$ cat config.mk
export PLATFORM = sky130hd
export DESIGN_NAME = cordic_vector
export DESIGN_NICKNAME = d
export VERILOG_FILES = /design/src/rtl/cordic_vector.sv
export SDC_FILE = /design/constraint.sdc
export NUM_CORES = 1
export LEC_CHECK = 0
export BUFFER_PORTS_ARGS = -buffer_cell sky130_fd_sc_hd__buf_2
export CORE_MARGIN = 2
export CORE_UTILIZATION = 38
export DETAILED_ROUTE_END_ITERATION = 10
export PLACE_DENSITY = 0.63
export SETUP_SLACK_MARGIN = 0.1
export SYNTH_ARGS = -nofsm -noshare
export SYNTH_HDL_FRONTEND = slang
export SYNTH_SLANG_ARGS = --single-unit
$ cat constraint.sdc
create_clock -name clk -period 7 [get_ports clk]
set_input_delay 1.05 -clock clk [delete_from_list [all_inputs] [get_ports clk]]
set_output_delay 1.05 -clock clk [all_outputs]
set_load 0.05 [all_outputs]
$ cat src/rtl/cordic_vector.sv
// Vectoring-mode CORDIC: converts a Q2.14 (x, y) pair into magnitude and
// atan2 angle (16384 = 90 deg), one micro-rotation per clock.
module cordic_vector #(
   parameter int DATA_WIDTH = 16,
   parameter int ITERATIONS = 16
) (
   input  logic                  clk,
   input  logic                  rst,
   input  logic                  start,
   input  logic [DATA_WIDTH-1:0] x_in,
   input  logic [DATA_WIDTH-1:0] y_in,
   output logic [DATA_WIDTH-1:0] mag_out,
   output logic [DATA_WIDTH-1:0] angle_out,
   output logic                  done,
   output logic                  busy
);

   // x/y carry three extra bits: pre-rotation can reach +2.0 and the CORDIC
   // gain (~1.647) on a sqrt(2)-long vector needs headroom beyond that.
   localparam int XW = DATA_WIDTH + 3;
   localparam int IW = $clog2(DATA_WIDTH) + 1;
   localparam int PW = XW + 15;
   localparam logic [IW-1:0]         LAST_I  = IW'(ITERATIONS - 1);
   localparam logic signed [PW-1:0]  K_INV   = PW'(9949);
   localparam logic [DATA_WIDTH-1:0] QUARTER = DATA_WIDTH'(16384);
   localparam logic signed [PW-1:0]  MAG_MAX = PW'((1 << (DATA_WIDTH - 1)) - 1);

   typedef enum logic [1:0] {
      IDLE  = 2'd0,
      ITER  = 2'd1,
      SCALE = 2'd2
   } state_t;

   state_t                  state_q, state_d;
   logic [IW-1:0]           i_q, i_d;
   logic signed [XW-1:0]    x_q, x_d;
   logic signed [XW-1:0]    y_q, y_d;
   logic [DATA_WIDTH-1:0]   z_q, z_d;
   logic                    zero_q, zero_d;
   logic [DATA_WIDTH-1:0]   mag_q, mag_d;
   logic [DATA_WIDTH-1:0]   ang_q, ang_d;
   logic                    done_q, done_d;

   // Micro-rotation angles atan(2^-i) in the 16384 = 90 deg format
   function automatic logic [DATA_WIDTH-1:0] atan_lut(input logic [IW-1:0] idx);
      int v;
      case (int'(idx))
         0:       v = 8192;
         1:       v = 4836;
         2:       v = 2555;
         3:       v = 1297;
         4:       v = 651;
         5:       v = 326;
         6:       v = 163;
         7:       v = 81;
         8:       v = 41;
         9:       v = 20;
         10:      v = 10;
         11:      v = 5;
         12:      v = 3;
         13:      v = 1;
         14:      v = 1;
         default: v = 0;
      endcase
      return DATA_WIDTH'(v);
   endfunction

   // Gain compensation (x * 0.60725) with truncation, clamped to [0, max positive]
   function automatic logic [DATA_WIDTH-1:0] scale_mag(input logic signed [XW-1:0] xv);
      logic signed [PW-1:0]  prod;
      logic [DATA_WIDTH-1:0] res;
      prod = (PW'(xv) * K_INV) >>> 14;
      if (prod[PW-1]) begin
         res = '0;
      end else if (prod > MAG_MAX) begin
         res = DATA_WIDTH'(MAG_MAX);
      end else begin
         res = DATA_WIDTH'(prod);
      end
      return res;
   endfunction

   // State register
   always_ff @(posedge clk) begin
      if (rst) begin
         state_q <= IDLE;
      end else begin
         state_q <= state_d;
      end
   end

   // Next-state logic: start only matters in IDLE, so a busy start is dropped
   always_comb begin
      state_d = state_q;
      case (state_q)
         IDLE:    if (start) state_d = ITER;
         ITER:    if (i_q == LAST_I) state_d = SCALE;
         SCALE:   state_d = IDLE;
         default: state_d = IDLE;
      endcase
   end

   // State-decoded outputs
   always_comb begin
      busy = (state_q != IDLE);
   end

   // Datapath next values: capture with quadrant pre-rotation, iterate, scale
   always_comb begin
      logic signed [XW-1:0] xs, ys, x_sh, y_sh;
      i_d    = i_q;
      x_d    = x_q;
      y_d    = y_q;
      z_d    = z_q;
      zero_d = zero_q;
      mag_d  = mag_q;
      ang_d  = ang_q;
      done_d = 1'b0;
      xs     = XW'($signed(x_in));
      ys     = XW'($signed(y_in));
      x_sh   = x_q >>> i_q;
      y_sh   = y_q >>> i_q;
      case (state_q)
         IDLE: begin
            if (start) begin
               i_d    = '0;
               zero_d = (x_in == '0) && (y_in == '0);
               // Left half-plane vectors are turned by +/-90 deg so the
               // iterations only need to cover +/-99.9 deg.
               if (!x_in[DATA_WIDTH-1]) begin
                  x_d = xs;
                  y_d = ys;
                  z_d = '0;
               end else if (!y_in[DATA_WIDTH-1]) begin
                  x_d = ys;
                  y_d = -xs;
                  z_d = QUARTER;
               end else begin
                  x_d = -ys;
                  y_d = xs;
                  z_d = -QUARTER;
               end
            end
         end
         ITER: begin
            if (!y_q[XW-1]) begin
               x_d = x_q + y_sh;
               y_d = y_q - x_sh;
               z_d = z_q + atan_lut(i_q);
            end else begin
               x_d = x_q - y_sh;
               y_d = y_q + x_sh;
               z_d = z_q - atan_lut(i_q);
            end
            i_d = (i_q == LAST_I) ? '0 : i_q + IW'(1);
         end
         SCALE: begin
            // A zero vector has no defined angle; report 0/0 explicitly
            if (zero_q) begin
               mag_d = '0;
               ang_d = '0;
            end else begin
               mag_d = scale_mag(x_q);
               ang_d = z_q;
            end
            done_d = 1'b1;
         end
         default: ;
      endcase
   end

   // Datapath and result registers
   always_ff @(posedge clk) begin
      if (rst) begin
         i_q    <= '0;
         x_q    <= '0;
         y_q    <= '0;
         z_q    <= '0;
         zero_q <= 1'b0;
         mag_q  <= '0;
         ang_q  <= '0;
         done_q <= 1'b0;
      end else begin
         i_q    <= i_d;
         x_q    <= x_d;
         y_q    <= y_d;
         z_q    <= z_d;
         zero_q <= zero_d;
         mag_q  <= mag_d;
         ang_q  <= ang_d;
         done_q <= done_d;
      end
   end

   assign mag_out   = mag_q;
   assign angle_out = ang_q;
   assign done      = done_q;

endmodule

==> reports/results.env <==
WORST_R2R_ENDPOINT='mag_out[5]'
DETAILROUTE.VIA_COUNT=15500
WORSTREG2REGSTART='x_q[16]'
HOLD_PATH_DEPTH=2
CTS_ROOT_CELL='clkbuf_16'
GRT_PASS1_VIAS=14700
NETLIST-CELL-TYPE-COUNT=87
CPPEAKSTAGEDELAY_NS=0.70
CRIT_CHAIN='ha_1 > inv_1 > fa_1 > inv_1 > fa_1 > fa_1 > fa_1 > inv_1 > fa_1 > inv_1 > ha_1 > nand4_1 > nor3_1 > a21boi_0 > a41oi_1 > o211ai_1 > and4_1 > nor2_2 > a221oi_1'
POST-SYNTH-TOP-COUNT-CELL='inv_1'
DIE-HEIGHT_UM=215
SETUP.WORST_PATH.START_CLASS='register'
NUM-NETS-FINAL=2401
MAX_CLOCK_FREQ_MHz=153
FINALSETUPVIOLATIONS=0
SYNTH_WARNINGS=0
POST-DP-HPWL_MM=40.8
TIMING.CRITICAL_PATH.REQUIRED_NS=7.26
OVERFLOW_LEFT_AFTER_GLOBAL_ROUTING=0
SYN_INST=2049
TIMING.CRITICAL_PATH.DEPTH=19
SEQUENTIAL_SHARE_OF_THE_SYNTHESIZED_AREA_PCT=12.9
SYNTH-ASYNC-RESET-RATIO_PCT=0
SYNTH-SEQ-CELLS=109
FIN_TNS_SETUP_NS=0
FINALCRITICALPERIOD_NS=6.52
CRIT_FANOUT=14
GRT_MAX_DEGREE=74
ROUTE.ANTENNA.REMAINING_NETS=0
FINALCLOCKSKEW_NS=0.00858
DRTPASS1ITERATIONS=7
GROUTE.USAGE.OVERALL_PCT=21.9
TRITONCTS='done'
SYNTH_EDF_COUNT=0
DIE_W_UM=215
GRT_PASS1_WL_MM=82.0
SYNTHDOMINANTAREACELLTYPE='fa_1'
CAP_VIOL_MAX_COUNT=0
TIGHTESTPINTRANSITION_NS=1.07
WORST_EP_ARRIVAL_TIME_NS=6.78
CRITPATHSLOWESTCELL='dfxtp_1'
SYN2LAYOUT_AREA_GROWTH_PCT=7.57
INITIAL_ANTENNA_VIOLATION_COUNT=16
WORSTSKEWPAIRLATENCY_NS=0.37
WORST-R2R-SETUP-SLACK_NS=0.48
TIMING.CRITICAL_PATH.MAX_DELAY_FAMILY='adder cells'
SYNTH_AREA_UM2=17000
FINAL.PERIOD_UTILIZATION_PCT=93.1
SETUP.WORST_PATH.END_CLASS='register'
CRITICALPATHCATEGORY='register to register'
PATH_COMMON_CELL='fa_1'
DIE-AREA_UM2=46400
MAX-CLOCK-PATH-BUFFERS=2
SYNTHESIS.AREA_PER_INSTANCE_UM2=8.28
VIAS_PER_CELL=5.80
FINALWIRELENGTH_MM=50.7
YOSYSTOPAREACELLSHARE_PCT=14.4
GP_CONGESTION=0.935
REPORT.FINAL.HOLD_VIOL_COUNT=0
ROUTE.DETAILED.WL_PER_INST_UM=19.0
CTS_NUM_SINKS=109
CP.BUFFERS_INVERTERS=4
CLKTRANSATPATHREGS_NS=0.08
START_UTIL_PCT=38.5
SETUP.WORST_PATH.END='mag_out[5]'
DRT_DRC_VIOLATIONS_LEFT=0
YS.FLOP_TYPE='dfxtp_1'
ROWS=77
CTS_INSERTED_BUFFERS=9
NETLIST_TOP_CELLS_AREA='fa_1 14%, ha_1 13%, dfxtp_1 13%, inv_1 5.7%, mux4_2 4.9%'
SLEW_VIOLATIONS=0
YS_TOP_CELLS_BY_COUNT='259 x inv_1, 183 x ha_1, 166 x nor2_1'
CLOCK_TREE.HTREE_LEVEL_COUNT=3
POST_ROUTE_CELLS_DRIVE_ABOVE_1_SHARE_PCT=10.4
TIMING.HOLD.WORST.CLASS='register to register'
IO_BUFFERS=68
CP-STARTPOINT='x_q[16]'
ITERATION_0_DRC_MARKERS=1302
OUTCOME='finished, final reports clean'
R2R.WORST_PATH.CELLS=19
IOS=69
GRT_SETUP_UNREPAIRED='no'
SLEW-LIMIT-HEADROOM_PCT=28.4
CORE_UM2=44100
SYN-NUM-NETS=2389
[worst min-delay path by stage]
| stage | startpoint | endpoint | slack [ns] |
|---|---|---|---|
| after global routing | mag_out[15] | mag_out[15] | 0.50 |
| after CTS | z_q[11] | z_q[11] | 0.49 |
| after floorplan | z_q[10] | z_q[10] | 0.46 |
| final | mag_out[9] | mag_out[9] | 0.48 |
| after detailed placement | mag_out[15] | mag_out[15] | 0.47 |
| after global placement | angle_out[5] | angle_out[5] | 0.46 |
[worst reg2reg max path, stage by stage, from the launching register on]
cell and delay (ns):
dfxtp_1 0.70, ha_1 0.30, inv_1 0.08, fa_1 0.54
inv_1 0.05, fa_1 0.52, fa_1 0.44, fa_1 0.55
inv_1 0.05, fa_1 0.54, inv_1 0.05, ha_1 0.41
nand4_1 0.16, nor3_1 0.45, a21boi_0 0.24, a41oi_1 0.13
o211ai_1 0.38, and4_1 0.36, nor2_2 0.14, a221oi_1 0.33
[cell usage in the layout, fill, tap and decap left out, types with 52 or more instances in the layout]
cell	count
inv_1	259
ha_1	183
nor2_1	165
a21oi_1	149
nand2_1	129
fa_1	122
dfxtp_1	105
buf_2	67
a211oi_1	66
o21ai_0	63
xnor2_1	61
nor3_1	60
nand3_1	52
[stage by stage]
| stage | hold slack [ns] | utilization [%] | instances | instance area [um2] | setup slack (ns) |
|---|---|---|---|---|---|
| after CTS | 0.488 | 41.3 | 2656 | 18200 | 0.283 |
| after floorplan | 0.456 | - | 2049 | 17000 | 0.858 |
| after global placement | 0.465 | 40.6 | 2640 | 17900 | 0.464 |
| after global routing | 0.503 | 41.3 | 2666 | 18200 | 0.126 |
| final | 0.483 | 41.4 | 2669 | 18300 | 0.483 |
| after detailed placement | 0.469 | 40.6 | 2640 | 17900 | 0.299 |
[routing by layer]
metal	vias to the layer above	wire, um	GRT usage [%]
met5	-	39	0
met4	6	1590	7.10
met3	78	3880	4.03
met2	501	23000	34.4
met1	7568	22200	30.3
li1	7318	-	-
[repair_timing]
item                                    in CTS  in global routing
endpoints found under the setup margin       0                 15
setup buffers                                0                  2
gates resized for setup                      0                  4
hold buffers                                 0                  0
[cells by family after synthesis]
group                      synth area share, %
and+or+nand+nor                           17.6
DFF                                       12.9
adders and majority gates                 27.9
muxes                                     8.55
AOI/OAI and AO/OA                         18.9
xor gates and xnor gates                  5.68
buffers and inverters                     8.52
[area by class of cell]
class | count | area (um2)
inverters | 259 | 972
multi-input cells | 1571 | 13400
clock buffers | 10 | 229
flip-flops and latches | 109 | 2190
well taps | 592 | 741
fillers | 4555 | 25900
clock inverters | 6 | 62.6
diodes | 11 | 27.5
repair buffers | 111 | 666
Power is left out: the tool's default activity adds up to more than one toggle a clock period on the data nets, which glitch-free logic cannot reach.
